`config.mk`:
```
export PLATFORM = sky130hd
export DESIGN_NAME = memory_access_flat
export DESIGN_NICKNAME = d
export VERILOG_FILES = /design/src/rtl/memory_access_if.sv /design/src/rtl/memory_access.sv /design/src/flat_wrapper.sv
export SDC_FILE = /design/constraint.sdc
export NUM_CORES = 1
export LEC_CHECK = 0
export CAP_MARGIN = 0
export CORE_MARGIN = 2
export CORE_UTILIZATION = 49
export DETAILED_ROUTE_END_ITERATION = 10
export GPL_ROUTABILITY_DRIVEN = 0
export GPL_TIMING_DRIVEN = 1
export PLACE_DENSITY = 0.87
export SLEW_MARGIN = 15
export SYNTH_ARGS = -nofsm -noshare
export SYNTH_HDL_FRONTEND = slang
export SYNTH_SLANG_ARGS = --single-unit
```
`constraint.sdc`:
```
create_clock -name clk -period 3.5 [get_ports clk]
set_input_delay 0.875 -clock clk [delete_from_list [all_inputs] [get_ports clk]]
set_output_delay 0.875 -clock clk [all_outputs]
set_load 0.005 [all_outputs]
```
`src/rtl/memory_access_if.sv`:
```
// memory_access_if: single-port data-memory request/ready bus
interface memory_access_if;
  logic        req;
  logic        we;
  logic [31:0] addr;
  logic [31:0] wdata;
  logic [3:0]  be;
  logic        ready;
  logic [31:0] rdata;
  modport master (output req, we, addr, wdata, be, input ready, rdata);
  modport slave (input req, we, addr, wdata, be, output ready, rdata);
endinterface

```
`src/rtl/memory_access.sv`:
```
// memory_access: RV32I memory stage with EX/MEM and MEM/WB registers, store alignment, load extension and bus timeout
module memory_access #(
  parameter int MAX_WAIT = 15
) (
  input  logic                   clk,
  input  logic                   rst_n,
  input  logic                   valid_e,
  input  logic                   mem_read_e,
  input  logic                   mem_write_e,
  input  logic [2:0]             funct3_e,
  input  logic [31:0]            alu_out_e,
  input  logic [31:0]            store_data_e,
  input  logic [4:0]             rd_e,
  input  logic                   reg_write_e,
  output logic                   stall_m,
  memory_access_if.master        dmem,
  output logic [31:0]            result_w,
  output logic [4:0]             rd_w,
  output logic                   reg_write_w,
  output logic                   valid_w,
  output logic                   exception_w,
  output logic                   bus_error_w
);
  typedef enum logic {IDLE, WAIT} state_t;
  state_t      state, state_nx;
  logic        valid_m, mem_read_m, mem_write_m, reg_write_m;
  logic [2:0]  funct3_m;
  logic [31:0] alu_out_m, store_data_m;
  logic [4:0]  rd_m;
  logic [7:0]  wait_cnt, cur_cnt;
  logic        mem_op, fault, req, abort;
  logic [7:0]  lbyte;
  logic [15:0] lhalf;
  logic [31:0] load_data;
  // EX/MEM pipeline register, frozen while the memory stage stalls
  always_ff @(posedge clk or negedge rst_n) begin
    if (!rst_n) begin
      valid_m      <= 1'b0;
      mem_read_m   <= 1'b0;
      mem_write_m  <= 1'b0;
      reg_write_m  <= 1'b0;
      funct3_m     <= '0;
      alu_out_m    <= '0;
      store_data_m <= '0;
      rd_m         <= '0;
    end else if (!stall_m) begin
      valid_m      <= valid_e;
      mem_read_m   <= mem_read_e;
      mem_write_m  <= mem_write_e;
      reg_write_m  <= reg_write_e;
      funct3_m     <= funct3_e;
      alu_out_m    <= alu_out_e;
      store_data_m <= store_data_e;
      rd_m         <= rd_e;
    end
  end
  // Fault decode, request/abort/stall generation and next state; wait_cnt holds request cycles already spent
  always_comb begin
    mem_op   = valid_m & (mem_read_m | mem_write_m);
    fault    = mem_op & (((funct3_m[1:0] == 2'b01) & alu_out_m[0])
             | ((funct3_m == 3'b010) & (alu_out_m[1:0] != 2'b00))
             | (mem_write_m & (funct3_m[2] | (funct3_m[1:0] == 2'b11)))
             | (mem_read_m & ((funct3_m == 3'b011) | (funct3_m[2:1] == 2'b11))));
    req      = mem_op & ~fault;
    cur_cnt  = (state == WAIT) ? wait_cnt : 8'd0;
    abort    = req & ~dmem.ready & (cur_cnt == 8'(MAX_WAIT - 1));
    stall_m  = req & ~dmem.ready & ~abort;
    state_nx = stall_m ? WAIT : IDLE;
  end
  // FSM state and wait counter
  always_ff @(posedge clk or negedge rst_n) begin
    if (!rst_n) begin
      state    <= IDLE;
      wait_cnt <= '0;
    end else begin
      state    <= state_nx;
      wait_cnt <= stall_m ? cur_cnt + 8'd1 : 8'd0;
    end
  end
  // Bus drive with store lane alignment; everything is zero when no request is presented
  always_comb begin
    dmem.req   = req;
    dmem.we    = req & mem_write_m;
    dmem.addr  = req ? {alu_out_m[31:2], 2'b00} : 32'd0;
    dmem.wdata = !req ? 32'd0 :
                 (funct3_m[1:0] == 2'b00) ? {4{store_data_m[7:0]}} :
                 (funct3_m[1:0] == 2'b01) ? {2{store_data_m[15:0]}} : store_data_m;
    dmem.be    = !req ? 4'b0000 :
                 (funct3_m[1:0] == 2'b00) ? 4'b0001 << alu_out_m[1:0] :
                 (funct3_m[1:0] == 2'b01) ? 4'b0011 << {alu_out_m[1], 1'b0} : 4'b1111;
  end
  // Load lane extraction and sign/zero extension
  always_comb begin
    lbyte     = alu_out_m[1] ? (alu_out_m[0] ? dmem.rdata[31:24] : dmem.rdata[23:16])
                             : (alu_out_m[0] ? dmem.rdata[15:8] : dmem.rdata[7:0]);
    lhalf     = alu_out_m[1] ? dmem.rdata[31:16] : dmem.rdata[15:0];
    load_data = (funct3_m == 3'b000) ? {{24{lbyte[7]}}, lbyte} :
                (funct3_m == 3'b100) ? {24'd0, lbyte} :
                (funct3_m == 3'b001) ? {{16{lhalf[15]}}, lhalf} :
                (funct3_m == 3'b101) ? {16'd0, lhalf} : dmem.rdata;
  end
  // MEM/WB register; a stalled cycle retires a bubble
  always_ff @(posedge clk or negedge rst_n) begin
    if (!rst_n) begin
      result_w    <= '0;
      rd_w        <= '0;
      reg_write_w <= 1'b0;
      valid_w     <= 1'b0;
      exception_w <= 1'b0;
      bus_error_w <= 1'b0;
    end else begin
      result_w    <= mem_read_m ? load_data : alu_out_m;
      rd_w        <= rd_m;
      reg_write_w <= reg_write_m & valid_m & ~fault & ~abort & ~stall_m;
      valid_w     <= valid_m & ~stall_m;
      exception_w <= fault;
      bus_error_w <= abort;
    end
  end
endmodule

```
`src/flat_wrapper.sv`:
```
// flat-port wrapper written by rule: the top's interface ports become plain ports
module memory_access_flat 
#(
  parameter int MAX_WAIT = 15
)
  (clk, rst_n, valid_e, mem_read_e, mem_write_e, funct3_e, alu_out_e, store_data_e, rd_e, reg_write_e, stall_m, result_w, rd_w, reg_write_w, valid_w, exception_w, bus_error_w, dmem_req, dmem_we, dmem_addr, dmem_wdata, dmem_be, dmem_ready, dmem_rdata);
  memory_access_if dmem_i ();
  input  logic clk;
  input  logic rst_n;
  input  logic valid_e;
  input  logic mem_read_e;
  input  logic mem_write_e;
  input  logic [2:0] funct3_e;
  input  logic [31:0] alu_out_e;
  input  logic [31:0] store_data_e;
  input  logic [4:0] rd_e;
  input  logic reg_write_e;
  output logic stall_m;
  output logic [31:0] result_w;
  output logic [4:0] rd_w;
  output logic reg_write_w;
  output logic valid_w;
  output logic exception_w;
  output logic bus_error_w;
  output wire logic [$bits(dmem_i.req)-1:0] dmem_req;
  output wire logic [$bits(dmem_i.we)-1:0] dmem_we;
  output wire logic [$bits(dmem_i.addr)-1:0] dmem_addr;
  output wire logic [$bits(dmem_i.wdata)-1:0] dmem_wdata;
  output wire logic [$bits(dmem_i.be)-1:0] dmem_be;
  input wire logic [$bits(dmem_i.ready)-1:0] dmem_ready;
  input wire logic [$bits(dmem_i.rdata)-1:0] dmem_rdata;
  assign dmem_req = dmem_i.req;
  assign dmem_we = dmem_i.we;
  assign dmem_addr = dmem_i.addr;
  assign dmem_wdata = dmem_i.wdata;
  assign dmem_be = dmem_i.be;
  assign dmem_i.ready = dmem_ready;
  assign dmem_i.rdata = dmem_rdata;
  memory_access #(.MAX_WAIT(MAX_WAIT)) u_core (.clk(clk), .rst_n(rst_n), .valid_e(valid_e), .mem_read_e(mem_read_e), .mem_write_e(mem_write_e), .funct3_e(funct3_e), .alu_out_e(alu_out_e), .store_data_e(store_data_e), .rd_e(rd_e), .reg_write_e(reg_write_e), .stall_m(stall_m), .dmem(dmem_i), .result_w(result_w), .rd_w(rd_w), .reg_write_w(reg_write_w), .valid_w(valid_w), .exception_w(exception_w), .bus_error_w(bus_error_w));
endmodule
```
==> reports/results.txt, run 1 <==
Ys async rst share: 100%
Synth area leader: dfrtp_1
Sequential share of the synthesized area: 51.6%
Share of layout cells above drive strength 1: 17.3%
Max-slew violation count: 0
Die Span Y: 116 um
Post-route clock period utilization: 96.4%
Clock sink count: 126
DR vias: 5220
Yosys top cell area share: 51.6%
Clock Path Buffers: 2
Most frequent cell after synthesis: dfrtp_1
Final Power: 0.00426 W
Distinct cells, synth: 43
CTS tree: yes
P&R area growth vs syn: 49.4%
Total GRT Usage: 28.4%
Buf+Inv Stages, Crit Path: 2
Crit Path Max Fanout: 29
LEAKAGE: 3.93 nW
RSZ-0062 raised after global routing: false
Worst min path class: flop to flop
Synth Register Bits: 126
TritonCTS buffer count: 17
Placed Instance Area: 8470 sq um
DP Wirelength: 13100 um
R2r worst-path depth: 9
Setup slack after layout: 124 ps
Crit-path leading delay family: simple AND/OR/NAND/NOR gates
Worst hold stages: 0
Prevailing post-synth register cell: dfrtp_1
Starting Density: 50.4%
Worst-Margin Slew: 978 ps
Final setup viols: 0
Nets: 882
DRC Markers: 0
Final Skew: 8.13 ps
Slew HR: 34.7%
Grt ovf: 0
Max stage delay on crit path: 520 ps
Core region area: 12100 sq um
Clk slew on worst S/H paths: 60 ps
Status: complete, no violations
Final Hold Fails: 0
I/O Buffers: 220
EDFF count, synth: 0
Worst-skew pair later-pin latency: 410 ps
CP Cell Sequence: or4_1, nand2_1, nand2_1, buf_6, nor2_1, clkdlybuf4s50_1
Vias in the first global route: 5302
Initial antenna violation count: 0
Die area: 13400 sq um
Setup total negative slack: 0 ps
Tmin final: 3380 ps
Die width: 116 um
Global-route wire length before repair: 28400 um
Ports: 223
Max frequency: 0.296 GHz
Place WS: 433 ps
R2r endpoint: u_core.alu_out_m[14]
Routed len/inst: 19.6 um
Worst reg2reg path startpoint: u_core.alu_out_m[0]
Syn Area/Cell: 11.1 sq um
Fill cells: 838
Worst Min Path Start: u_core.rd_m[4]
Required time worst endpoint: 2620 ps
Drt total wl: 18600 um
Clock Tree Root: clkbuf_16
Hold Crit Endpoint: u_core.rd_w[4]
Vias per cell: 5.49
CP startpoint kind: flop
Largest cells by area after synthesis: dfrtp_1 (52%), mux2_2 (9.4%), mux2_4 (7.1%)
Netlist Area Pre-Place: 6110 sq um
Yosys warnings: 0
PD cells: 467 nW/um^2
Antenna-violating nets left: 0
Cells after Synth: 549
Max VDD drop: 0.327 mV
Slowest CP cell: clkdlybuf4s50_1
# rows: 40
Max cap viols: 0
Synth top cells by count: dfrtp_1 (126), nor2_1 (70), mux2_2 (51), a21oi_1 (49), and2_1 (41)
Critical Path AT: 2500 ps
Starting DRT DRC Count: 461
Htree depth: 4
Crit Path Category: flop to output port
Reg2Reg Setup Slack: 1190 ps
Post-Layout Inst Area: 9130 sq um
Largest net degree at the start of global routing: 107
Diodes inserted: 0
Most common cell on crit path: nand2_1
Drt first pass iters: 5
Crit end category: output port
[cells by family (layout without fill, tap and decap cells)]
| family | after synthesis | count (layout) | synth area share (%) |
|---|---|---|---|
| compound gates | 105 | 105 | 10.3 |
| fa+ha+maj | 2 | 2 | 0.410 |
| flops | 126 | 126 | 51.6 |
| simple gates | 162 | 162 | 12.7 |
| mux | 100 | 100 | 20.4 |
| other cells | 1 | 2 | 0.0614 |
| xor+xnor | 6 | 6 | 0.860 |
| buf+inv | 47 | 279 | 3.65 |
[metrics by stage]
step	instances	hold WS [ps]	utilization (%)
6_report	950	375	75.3
5_1_grt	950	380	75.3
4_1_cts	946	377	75.0
3_5_place_dp	914	365	70.0
3_3_place_gp	914	359	70.0
2_1_floorplan	550	350	-
[layout by cell type (no fill, tap or decap), drive strengths merged, types with 3 or more instances in the layout]
cell type      synthesis  layout
nor3b                  3       3
dfrtp                126     126
buf                   14      20
a21oi                 49      49
mux2                  80      80
inv                    7       6
nor2b                  3       3
clkbuf                25      26
clkdlybuf4s50          0     219
a22o                   9       9
bufinv                 0       3
nand2b                 3       3
nor2                  70      70
a22oi                  8       8
o22ai                  3       3
nor3                   3       3
clkinv                 1       5
nand2                 30      30
mux2i                 17      17
o21ai                 25      25
and2                  41      41
mux4                   3       3
xor2                   4       4
a222oi                 5       5
[per-layer routing]
layer / vias to the layer above / wire [um] / GRT usage [%]
li1: 2338 / - / -
met1: 2525 / 7120 / 34.0
met2: 307 / 9000 / 46.2
met3: 50 / 1940 / 10.0
met4: 0 / 536 / 13.3
met5: - / 0 / 0
[power breakdown]
part / internal, W / total, W / switching [W] / leakage, nW
Sequential: 0.00158 / 0.00166 / 0.0000773 / 1.49
Clock: 0.00119 / 0.00179 / 0.000602 / 0.298
Combinational: 0.000470 / 0.000807 / 0.000338 / 2.15
Total: 0.00324 / 0.00426 / 0.00102 / 3.93
[cell type report]
cell class              instances  area, sq um  area share (%)
well taps                     168          210            2.30
flip-flops and latches        126         3150            34.6
clock buffers                  26          499            5.47
multi-input cells             377         2740            30.1
clock inverters                 6          105            1.15
repair buffers                239         2380            26.1
inverters                       8         35.0           0.384
[registers in the layout (all words and copies together) (netlist names)]
register	cells
u_core.result_w	32
u_core.exception_w	1
u_core.rd_m	5
u_core.valid_m	1
u_core.mem_read_m	1
u_core.store_data_m	32
u_core.bus_error_w	1
u_core.valid_w	1
u_core.reg_write_w	1
u_core.alu_out_m	32
u_core.wait_cnt	8
u_core.state	1
u_core.rd_w	5
u_core.funct3_m	3
u_core.mem_write_m	1
u_core.reg_write_m	1
[repair_timing]
item | 4_1_cts | 5_1_grt
buffers inserted | 0 | 4
hold buffers | 0 | 0
cloned | 0 | 0
gates resized for setup | 1 | 5
hold endpoints to repair | 0 | 0
setup endpoints to repair | 8 | 49
pin swaps | 0 | 0
[worst max-delay path by stage]
stage	start	end	slack, ps	cells after the start
finish	u_core.funct3_m[0]	dmem_wdata[23]	120	6
global placement	dmem_ready	stall_m	460	4
CTS	u_core.funct3_m[2]	dmem_addr[15]	30	7
floorplan	u_core.funct3_m[2]	dmem_addr[13]	890	7
global route	u_core.alu_out_m[0]	dmem_be[0]	30	8
detailed placement	u_core.funct3_m[2]	dmem_addr[30]	430	7
No activity file was read; power rests on OpenSTA's default activity.
==> run 2, diff against run 1 <==
--- a/config.mk
+++ b/config.mk
@@ -7,12 +7,14 @@
 export LEC_CHECK = 0
 export CAP_MARGIN = 0
 export CORE_MARGIN = 2
-export CORE_UTILIZATION = 49
+export CORE_UTILIZATION = 25
+export CTS_CLUSTER_DIAMETER = 150
 export DETAILED_ROUTE_END_ITERATION = 10
 export GPL_ROUTABILITY_DRIVEN = 0
 export GPL_TIMING_DRIVEN = 1
-export PLACE_DENSITY = 0.87
+export PLACE_DENSITY = 0.5
 export SLEW_MARGIN = 15
 export SYNTH_ARGS = -nofsm -noshare
 export SYNTH_HDL_FRONTEND = slang
 export SYNTH_SLANG_ARGS = --single-unit
+export TNS_END_PERCENT = 100
==> run 2 against run 1 <==
Compared with the run above:
- cell area grew 2.8%
- clock-buffer cell count decreased by 8
- sequential share of layout area decreased by 0.91 points
- cell count rose by 17%
- setup slack better by 10 ps
- largest power group unchanged
- highest routed layer is now met5
==> reports/results.txt, run 2 (synthesis results as in run 1) <==
DP Wirelength: 15000 um (was 13100 um)
Clk slew on worst S/H paths: 60 ps (about the same)
Die area: 25700 sq um (was 13400 sq um)
Core region area: 24200 sq um (was 12100 sq um)
Vias in the first global route: 5388 (was 5302)
Comb pwr share: 19.0% (about the same)
Clock Path Buffers: 2 (unchanged)
Global-route wire length before repair: 33100 um (was 28400 um)
P&R area growth vs syn: 53.6% (was 49.4%)
Die width: 160 um (was 116 um)
Starting DRT DRC Count: 291 (was 461)
TritonCTS buffer count: 17 (unchanged)
Pint: 0.00319 W (was 0.00324 W)
Post-Layout Inst Area: 9380 sq um (was 9130 sq um)
Sw frac: 26.6% (was 23.9%)
Required time worst endpoint: 2620 ps (about the same)
CTS Hold Bufs: 0 (unchanged)
DP Cell Count: 1072 (was 914)
Worst-Margin Slew: 1030 ps (was 978 ps)
Crit end category: output port (unchanged)
# rows: 57 (was 40)
CP Cell Sequence: or4_1, nand2_2, nand2_2, clkinv_4, buf_12, nand3b_4, inv_1, clkdlybuf4s50_1 (was or4_1, nand2_1, nand2_1, buf_6, nor2_1, clkdlybuf4s50_1)
Vias per cell: 4.54 (was 5.49)
DRC Markers: 0 (unchanged)
Die Span Y: 160 um (was 116 um)
Clock Tree Root: clkbuf_16 (unchanged)
Largest net degree at the start of global routing: 95 (was 107)
Worst min path class: flop to flop (unchanged)
Grt ovf: 0 (unchanged)
Nets: 884 (was 882)
Status: complete, no violations (unchanged)
DR vias: 5029 (was 5220)
Fill cells: 2376 (was 838)
Crit Path Max Fanout: 15 (was 29)
Tmin final: 3370 ps (was 3380 ps)
Buf+Inv Stages, Crit Path: 4 (was 2)
Crit Path Category: flop to output port (unchanged)
Final setup viols: 0 (unchanged)
Total GRT Usage: 17.1% (was 28.4%)
Initial antenna violation count: 1 (was 0)
Final Skew: 9.96 ps (was 8.13 ps)
Max frequency: 0.297 GHz (was 0.296 GHz)
Starting Density: 25.3% (was 50.4%)
Sequential cell area: 3160 sq um (was 3150 sq um)
Max cap viols: 0 (unchanged)
Net switching power: 0.00116 W (was 0.00102 W)
Max-slew violation count: 0 (unchanged)
Top Registers: u_core.alu_out_m: 32 flops, u_core.result_w: 32 flops, u_core.store_data_m: 32 flops (unchanged)
Final Hold Fails: 0 (unchanged)
Multi-input logic area: 2750 sq um (was 2740 sq um)
RSZ-0062 raised after global routing: false (unchanged)
Ports: 223 (unchanged)
Commonest non-fill, non-tap cells in the layout: clkdlybuf4s50_1 (217), dfrtp_1 (124), nor2_1 (70) (was clkdlybuf4s50_1 (219), dfrtp_1 (126), nor2_1 (70))
Final design utilization: 38.8% (was 75.3%)
Drt total wl: 21400 um (was 18600 um)
LEAKAGE: 3.98 nW (was 3.93 nW)
WHS: 374 ps (was 375 ps)
Crit-path leading delay family: simple AND/OR/NAND/NOR gates (unchanged)
PD cells: 464 nW/um^2 (was 467 nW/um^2)
Diodes inserted: 0 (unchanged)
Seq pwr share: 38.1% (was 38.9%)
Critical Path AT: 2490 ps (was 2500 ps)
Antenna-violating nets left: 0 (unchanged)
Max stage delay on crit path: 540 ps (was 520 ps)
Slowest CP cell: or4_1 (was clkdlybuf4s50_1)
Fin cells: 1108 (was 950)
Drt first pass iters: 6 (was 5)
Share of layout cells above drive strength 1: 18.5% (was 17.3%)
Clock power share: 42.9% (was 42.1%)
Most common cell after layout, fill and taps aside: clkdlybuf4s50_1 (unchanged)
Most common cell on crit path: nand2_2 (was nand2_1)
Routed len/inst: 19.3 um (was 19.6 um)
Placed Instance Area: 8700 sq um (was 8470 sq um)
Clock sink count: 126 (unchanged)
Post-route clock period utilization: 96.2% (was 96.4%)
Slew HR: 31.4% (was 34.7%)
CP startpoint kind: flop (unchanged)
Max VDD drop: 0.277 mV (was 0.327 mV)
I/O Buffers: 220 (unchanged)
Htree depth: 4 (unchanged)
Setup total negative slack: 0 ps (unchanged)
Worst-skew pair later-pin latency: 430 ps (was 410 ps)
CTS tree: yes (unchanged)
[run 2: stage by stage]
step / total power, W / setup slack, ps
3_5_place_dp: 0.00251 / 395
4_1_cts: 0.00441 / 25.2
2_1_floorplan: 0.00200 / 895
3_3_place_gp: 0.00250 / 413
5_1_grt: 0.00455 / 4.97
6_report: 0.00435 / 135
[run 2: layout make-up]
cell class | count | area share, %
Tap cell | 324 | 4.32
Clock buffer | 18 | 4.58
Timing Repair Buffer | 241 | 25.9
Sequential cell | 126 | 33.6
Multi-Input combinational cell | 377 | 29.3
Clock inverter | 14 | 1.91
Inverter | 8 | 0.373
[run 2: timing repair]
| action | 4_1_cts | 5_1_grt |
|---|---|---|
| resized for setup | 4 | 6 |
| pin swaps | 0 | 1 |
| buffers inserted | 1 | 2 |
| gates cloned | 1 | 0 |
| setup endpoints to repair | 29 | 38 |
[run 2: routing by layer]
metal / global-route usage, % / vias up / routed length, um
met3: 5.99 / 21 / 1830
met4: 5.04 / 2 / 322
met1: 22.2 / 2435 / 9510
met5: 0 / - / 16
met2: 27.0 / 216 / 9730
li1: - / 2355 / -
[run 2: power groups by stage]
stage / clock network, W / registers (W) / logic (W)
after floorplan: 0 / 0.00166 / 0.000339
after global placement: 0 / 0.00168 / 0.000818
after detailed placement: 0 / 0.00169 / 0.000820
after CTS: 0.00191 / 0.00166 / 0.000838
after global routing: 0.00197 / 0.00167 / 0.000901
final: 0.00187 / 0.00166 / 0.000827
[run 2: worst paths after layout]
kind                                          start                      end  slack (ps)  cells after the start
worst min-delay path                 u_core.rd_m[0]           u_core.rd_w[0]         370                      0
worst max-delay path            u_core.alu_out_m[0]                  stall_m         130                      8
worst max register to register  u_core.alu_out_m[0]     u_core.alu_out_m[31]        1190                      9
worst min register to register       u_core.rd_m[0]           u_core.rd_w[0]         370                      0
min in group asynchronous                     rst_n  u_core.store_data_m[24]         560                      1
max in group asynchronous                     rst_n       u_core.funct3_m[1]        2150                      2
